<file path="config.mk">
export PLATFORM = sky130hd
export DESIGN_NAME = lfsr_sched
export DESIGN_NICKNAME = d
export VERILOG_FILES = /design/src/rtl/lfsr_sched.sv
export SDC_FILE = /design/constraint.sdc
export NUM_CORES = 1
export LEC_CHECK = 0
export BUFFER_PORTS_ARGS = -buffer_cell sky130_fd_sc_hd__buf_4
export CAP_MARGIN = 10
export CORE_MARGIN = 4
export CORE_UTILIZATION = 50
export DETAILED_ROUTE_END_ITERATION = 8
export PLACE_DENSITY_LB_ADDON = 0.25
export SETUP_SLACK_MARGIN = 0.02
export SLEW_MARGIN = 20
export SYNTH_ARGS = -nofsm -noshare
export SYNTH_HDL_FRONTEND = slang
export SYNTH_SLANG_ARGS = --single-unit
</file>
<file path="constraint.sdc">
create_clock -name clk -period 1.9 [get_ports clk]
set_input_delay 0 -clock clk [delete_from_list [all_inputs] [get_ports clk]]
set_output_delay 0 -clock clk [all_outputs]
set_load 0.05 [all_outputs]
</file>
<file path="src/rtl/lfsr_sched.sv">
// rtl/lfsr_sched.sv - Round-robin scheduler sharing one 8-bit LFSR among 4 requesters.
// Optional LFSR lock-up detection and recovery: define LFSR_SCHED_STUCK_EN.
module lfsr_sched #(
    parameter int STEPS = 4
) (
    input  logic       clk,
    input  logic       reset,
    input  logic [3:0] req,
    output logic [3:0] gnt,
    output logic [7:0] rnd,
    output logic       lfsr_enable,
    output logic       lfsr_reset,
    input  logic [7:0] lfsr_value,
    output logic       stuck
);

`ifdef LFSR_SCHED_STUCK_EN
    typedef enum logic [1:0] {IDLE, STEP, DELIVER, RECOVER} state_t;
`else
    typedef enum logic [1:0] {IDLE, STEP, DELIVER} state_t;
`endif

    localparam logic [3:0] STEP_LOAD = 4'(STEPS);

    state_t     state;
    logic [1:0] ptr;
    logic [1:0] winner;
    logic [1:0] pick;
    logic       pick_valid;
    logic [3:0] cnt;

    // Scan from the farthest offset down so the requester nearest ptr wins.
    always_comb begin
        pick       = ptr;
        pick_valid = 1'b0;
        for (int i = 3; i >= 0; i--) begin
            if (req[ptr + 2'(i)]) begin
                pick       = ptr + 2'(i);
                pick_valid = 1'b1;
            end
        end
    end

`ifdef LFSR_SCHED_STUCK_EN
    logic       en_d;
    logic [7:0] prev_value;
    logic       rec_second;
    logic       lockup;

    // A stepped LFSR that repeats its value has fallen into its fixed point.
    assign lockup = (state == STEP || state == DELIVER) && en_d && (lfsr_value == prev_value);

    always_ff @(posedge clk) begin
        if (reset) begin
            en_d       <= 1'b0;
            prev_value <= 8'h00;
        end else begin
            en_d       <= lfsr_enable;
            prev_value <= lfsr_value;
        end
    end
`else
    assign stuck = 1'b0;
`endif

    always_ff @(posedge clk) begin
        if (reset) begin
            state       <= IDLE;
            ptr         <= 2'd0;
            winner      <= 2'd0;
            cnt         <= 4'd0;
            gnt         <= 4'd0;
            rnd         <= 8'h00;
            lfsr_enable <= 1'b0;
            lfsr_reset  <= 1'b1;
`ifdef LFSR_SCHED_STUCK_EN
            stuck       <= 1'b0;
            rec_second  <= 1'b0;
`endif
        end else begin
            gnt        <= 4'd0;
            lfsr_reset <= 1'b0;
            case (state)
                IDLE: begin
                    if (!lfsr_reset && pick_valid) begin
                        winner      <= pick;
                        cnt         <= STEP_LOAD;
                        lfsr_enable <= 1'b1;
                        state       <= STEP;
                    end
                end
                STEP: begin
`ifdef LFSR_SCHED_STUCK_EN
                    if (lockup) begin
                        lfsr_enable <= 1'b0;
                        lfsr_reset  <= 1'b1;
                        stuck       <= 1'b1;
                        rec_second  <= 1'b0;
                        state       <= RECOVER;
                    end else
`endif
                    begin
                        cnt <= cnt - 4'd1;
                        if (cnt == 4'd1) begin
                            lfsr_enable <= 1'b0;
                            state       <= DELIVER;
                        end
                    end
                end
                DELIVER: begin
                    state <= IDLE;
`ifdef LFSR_SCHED_STUCK_EN
                    if (lockup) begin
                        lfsr_reset <= 1'b1;
                        stuck      <= 1'b1;
                        rec_second <= 1'b0;
                        state      <= RECOVER;
                    end else
`endif
                    if (req[winner]) begin
                        gnt <= 4'b0001 << winner;
                        rnd <= lfsr_value;
                        ptr <= winner + 2'd1;
                    end
                end
`ifdef LFSR_SCHED_STUCK_EN
                RECOVER: begin
                    if (!rec_second) begin
                        rec_second <= 1'b1;
                        lfsr_reset <= 1'b1;
                    end else begin
                        lfsr_enable <= 1'b1;
                        cnt         <= STEP_LOAD;
                        state       <= STEP;
                    end
                end
`endif
                default: state <= IDLE;
            endcase
        end
    end

endmodule

</file>
==> metrics.yaml, run 1 <==
finalSetupViolations: 0
wl_per_cell_um: 12.2
grt_pass1_wl_um: 3620
boundaryPins: 29
seq_power_share_pct: 56.2
num_vias: 904
tritoncts: "built"
synth_top_area_cell: "dfxtp_1"
clk_pin_slew_ns: 0.12
timing.rr.end: "rnd[5]$_SDFFE_PP0N_"
synth_top_area_share_pct: 46.3
drv_cap: 0
p_int_w: 0.000715
clk_path_buf_depth: 2
grt_pass1_vias: 911
hpwl_um: 1550
synthTopCellsByCount: "24 x dfxtp_1, 14 x nor2_1, 9 x a21oi_1, 9 x nand2_1, 8 x mux2i_1"
rrSetupSlack_ns: 0.28
crit_end: "rnd[5]$_SDFFE_PP0N_"
timing.critical_path.buf_inv: 0
crit_chain: "mux4_2 > nand3b_4 > mux2i_1 > nor2_1"
h-tree-depth: 1
crit_family: "multiplexers"
synth_cell_types: 31
ant_nets: 0
synth_most_common_cell: "dfxtp_1"
critPathMaxFanout: 14
startpoint_type: "flop"
dieArea_mm2: 0.00287
cp-end-kind: "flop"
cp_slowest_stage_delay_ns: 0.56
switching_share_pct: 25.4
drive_gt1_share_pct: 27.4
crit_cells: 4
fillers: 157
yosysSeqAreaShare_pct: 46.3
yosysWarningCount: 0
die_h_um: 53.5
p_sw_w: 0.000244
numCtsBuffers: 3
p_per_area_mw_per_mm2: 695
io_buffers: 27
routed_wl_um: 2110
fin_setup_tns_ns: 0
slowest_stage: "mux4_2"
finalHoldViolCount: 0
status: "finished, final reports clean"
core_region_area_mm2: 0.00196
slew_violations: 0
n_antenna_cell: 0
gp_congestion: 0.797
post-route-period-util_pct: 85.1
drt_iter0_drc: 9
vdd_drop_max_uv: 535
rows: 16
initial_core_util_pct: 52.9
clk_latency_ns: 0.31
worstRegToRegCells: 4
fmax_ghz: 0.619
grt_max_degree: 25
synth_edf_count: 0
clkPwrFrac_pct: 27.2
yosys-top-cells-area: "dfxtp_1 46%, mux2i_1 7.7%, nor2_1 5.1%, a21oi_1 4.3%, nand2_1 3.3%"
dr.pass1.iters: 3
nets: 163
utilization_pct: 70.3
post_cts.repair.setup_buffers: 0
skew_ns: 0.00610
synth_area_per_cell_um2: 9.52
rsz0062_at_grt: "false"
syn_to_final_growth_pct: 32.9
drc: 0
power_frac_comb_pct: 16.6
ys_ff_latch: 24
synth_fp_nets: 125
grt.overflow.total: 0
viasPerCell: 5.23
clock-sinks: 24
async_reset_ff_share_pct: 0
antenna_found_initial: 0
holdWs_ns: 0.0856
hp-class: "input pin to flop"
grt.total_usage_pct: 17.1
synth_cells: 109
worstPathRequired_ns: 2.10
die_x_um: 53.5
startpoint: "winner[0]$_SDFFE_PP0P_"
min_period_ns: 1.62
syn_area_mm2: 0.00104
critical_path_arrival_ns: 1.82
regToRegStartpoint: "winner[0]$_SDFFE_PP0P_"
p_leak_nw: 0.645
synth-main-ff-cell: "dfxtp_1"
crit_type: "flop to flop"
cts_root_buf: "clkbuf_4"
-- logic make-up after synthesis --
kind of cell    after synthesis  synth area share, %
compound gates               19                 11.6
buf+inv                       9                 4.95
simple gates                 43                 22.8
fa+ha+maj                     2                 2.41
flops                        24                 46.3
xor+xnor                      2                 1.69
mux                           9                 9.89
other cells                   1                0.362
-- cell usage in the layout (no fill, tap or decap), types with 2 or more instances in the layout --
cell           count
nand3_1            2
nor2_1            14
buf_4             29
nor2_2             2
inv_1              4
ha_1               2
nor3_1             4
dlygate4sd3_1      9
nor2b_1            4
o21ai_0            4
mux2i_1            8
clkbuf_4           3
nand3b_1           3
a21oi_1            9
dfxtp_1           24
nand2_1            9
xor2_1             2
-- tightest hold or removal path: cells and delay by family --
kind / cells / cell delay (ns)
and+or+nand+nor: 1 / 0.08
buffers and inverters: 1 / 0.12
AOI/OAI and AO/OA: 2 / 0.15
-- layer usage --
| metal | track usage, % | up-vias | wire, um |
|---|---|---|---|
| met5 | 0 | - | 0 |
| met4 | 5.11 | 0 | 23 |
| met3 | 2.77 | 2 | 89 |
| met2 | 32.0 | 24 | 1070 |
| met1 | 19.8 | 433 | 934 |
| li1 | - | 445 | - |
-- state kept, by name, summed over array words and instances, names as in the netlist --
name / flops
cnt: 4
gnt: 4
lfsr_enable: 1
lfsr_reset: 1
ptr: 2
rnd: 8
state: 2
winner: 2
-- through the flow --
step / setup WS [ns] / cell area, um^2 / cells / total power, W
after detailed placement: 0.274 / 1250 / 160 / 0.000694
final: 0.283 / 1380 / 173 / 0.000958
after floorplan: 0.334 / 1040 / 109 / 0.000640
after global routing: 0.180 / 1380 / 173 / 0.00101
after global placement: 0.340 / 1250 / 160 / 0.000688
after CTS: 0.272 / 1380 / 173 / 0.000965
-- layout make-up --
| class | instances | area (um^2) | share of cell area, % |
|---|---|---|---|
| multi-input combinational | 76 | 505 | 36.7 |
| tap | 27 | 33.8 | 2.45 |
| sequential | 24 | 480 | 34.8 |
| timing repair buffer | 38 | 308 | 22.3 |
| inverter | 4 | 15.0 | 1.09 |
| clock buffer | 4 | 36.3 | 2.63 |
-- power groups by stage --
stage | Clock, W | Combinational, W | Sequential (W)
2_1_floorplan | 0 | 0.0000810 | 0.000559
3_3_place_gp | 0 | 0.000139 | 0.000549
3_5_place_dp | 0 | 0.000144 | 0.000550
4_1_cts | 0.000267 | 0.000159 | 0.000539
5_1_grt | 0.000293 | 0.000178 | 0.000542
6_report | 0.000261 | 0.000159 | 0.000539
-- repair_timing --
action,in CTS,in global routing
hold endpoints to repair,9,0
hold buffers,9,0
resized for setup,0,0
-- worst min-delay path by stage --
stage                  startpoint                     end  slack, ns  depth (start not counted)
floorplan                   reset      lfsr_reset$_DFF_P_       0.03                          0
global placement    lfsr_value[5]     rnd[5]$_SDFFE_PP0N_       0.23                          3
detailed placement  lfsr_value[4]     rnd[4]$_SDFFE_PP0N_       0.24                          3
CTS                        req[1]  winner[1]$_SDFFE_PP0P_       0.08                          4
global route               req[1]  winner[1]$_SDFFE_PP0P_       0.11                          4
finish                     req[1]  winner[1]$_SDFFE_PP0P_       0.09                          4
No activity file was read; power rests on OpenSTA's default activity.
==> inputs of run 2 (changes only) <==
Settings changed: ABC_AREA set to 0, CORE_MARGIN 4 to unset.
==> run 2 against run 1 <==
Setup slack got worse by 0.032 ns; critical path type unchanged; non-clock buffer count fell by 1; total power is 6.1% lower; combinational power is 4% lower; first-iteration DRC count up 44%; via count decreased by 5.8%; sequential share of layout area increased by 0.55 points; fmax down 1.9%; sequential power barely moved.
==> metrics.yaml, run 2 (synthesized netlist as in run 1, its figures left out) <==
status: "finished, final reports clean"
post-route-period-util_pct: 86.8
top_register: "rnd"
startpoint_type: "flop"
grt_max_degree: 25
drt_iter0_drc: 13
die_h_um: 47.5
total_power_w: 0.000900
clk_latency_ns: 0.30
hpwl_um: 1370
worstPathRequired_ns: 2.10
rows: 16
dieArea_mm2: 0.00226
largest_reg_flops: 8
grt.overflow.total: 0
largestRegisters: "rnd: 8 flops, cnt: 4 flops, gnt: 4 flops"
clk_pin_slew_ns: 0.12
grt.total_usage_pct: 19.5
min_period_ns: 1.65
p_leak_nw: 0.633
post_cts.repair.setup_buffers: 0
p_per_area_mw_per_mm2: 663
timing.critical_path.buf_inv: 0
crit_chain: "mux4_2 > nand3b_4 > mux2i_1 > nor2_1"
skew_ns: 0.00731
wl_per_cell_um: 11.3
clk_path_buf_depth: 2
gp_congestion: 0.678
slew_violations: 0
fin_setup_tns_ns: 0
tritoncts: "built"
grt_pass1_vias: 769
io_buffers: 27
drc: 0
cp_slowest_stage_delay_ns: 0.56
critical_path_arrival_ns: 1.84
dr.pass1.iters: 5
cp-end-kind: "flop"
critPathMaxFanout: 14
numCtsBuffers: 3
rsz0062_at_grt: "false"
drv_cap: 0
fillers: 158
finalSetupViolations: 0
layout_commonest_cell: "buf_4"
antenna_found_initial: 0
grt_pass1_wl_um: 3100
hp-class: "input pin to flop"
core_region_area_mm2: 0.00196
num_vias: 852
nets: 162
ant_nets: 0
slowest_stage: "mux4_2"
drive_gt1_share_pct: 26.4
routed_wl_um: 1940
clock-sinks: 24
viasPerCell: 4.98
final_cell_mix: "28 x buf_4, 24 x dfxtp_1, 14 x nor2_1"
die_x_um: 47.5
syn_to_final_growth_pct: 30.9
boundaryPins: 29
initial_core_util_pct: 52.9
crit_family: "multiplexers"
n_antenna_cell: 0
cts_root_buf: "clkbuf_4"
finalHoldViolCount: 0
crit_type: "flop to flop"
h-tree-depth: 1
vdd_drop_max_uv: 619
fmax_ghz: 0.607
-- run 2: report_power, final --
group	internal [W]	switching (W)
sequential	0.000522	0.0000173
clock	0.0000740	0.000134
combinational	0.0000733	0.0000798
-- run 2: metrics by stage --
stage               cell area (um^2)  instances  hold slack (ns)  setup WS [ns]  utilization [%]
floorplan                       1040        109           0.0277          0.334                -
global route                    1360        171           0.0865          0.144             69.2
finish                          1360        171           0.0775          0.252             69.2
CTS                             1360        171           0.0678          0.239             69.2
global placement                1240        159            0.228          0.324             63.5
detailed placement              1240        159            0.243          0.257             63.5
-- run 2: cell type report --
| cell class | count | area, um^2 | area share [%] |
|---|---|---|---|
| Timing Repair Buffer | 37 | 300 | 22.1 |
| Tap cell | 27 | 33.8 | 2.49 |
| Inverter | 4 | 15.0 | 1.11 |
| Sequential cell | 24 | 480 | 35.4 |
| Clock buffer | 3 | 22.5 | 1.66 |
| Multi-Input combinational cell | 76 | 505 | 37.2 |
-- run 2: repair_timing --
action                     in CTS  in global routing
setup endpoints to repair       0                  0
gates resized for setup         0                  0
hold buffers                    9                  0
hold endpoints to repair        9                  0
-- run 2: worst paths after layout --
kind                                 start                  endpoint  slack [ns]  depth (start not counted)
hold / removal                      req[1]    winner[1]$_SDFFE_PP0P_        0.08                          4
setup reg to reg    winner[0]$_SDFFE_PP0P_       rnd[2]$_SDFFE_PP0N_        0.25                          4
hold reg to reg   lfsr_enable$_SDFFE_PP0P_  lfsr_enable$_SDFFE_PP0P_        0.47                          2
setup / recovery    winner[0]$_SDFFE_PP0P_       rnd[2]$_SDFFE_PP0N_        0.25                          4
-- run 2: tightest hold or removal path, cell delays in order --
cell and delay (ns):
buf_4 0.12, o21ai_0 0.08, nand3b_1 0.08, a21oi_1 0.06
-- run 2: routing by layer --
| metal | share of wire (%) | global-route usage (%) | vias to the layer above |
|---|---|---|---|
| met1 | 45 | 24.9 | 385 |
| met3 | 3.9 | 2.64 | 2 |
| met2 | 50 | 32.3 | 22 |
| li1 | - | - | 443 |
| met5 | 0 | 0 | - |
| met4 | 0.67 | 10.0 | 0 |
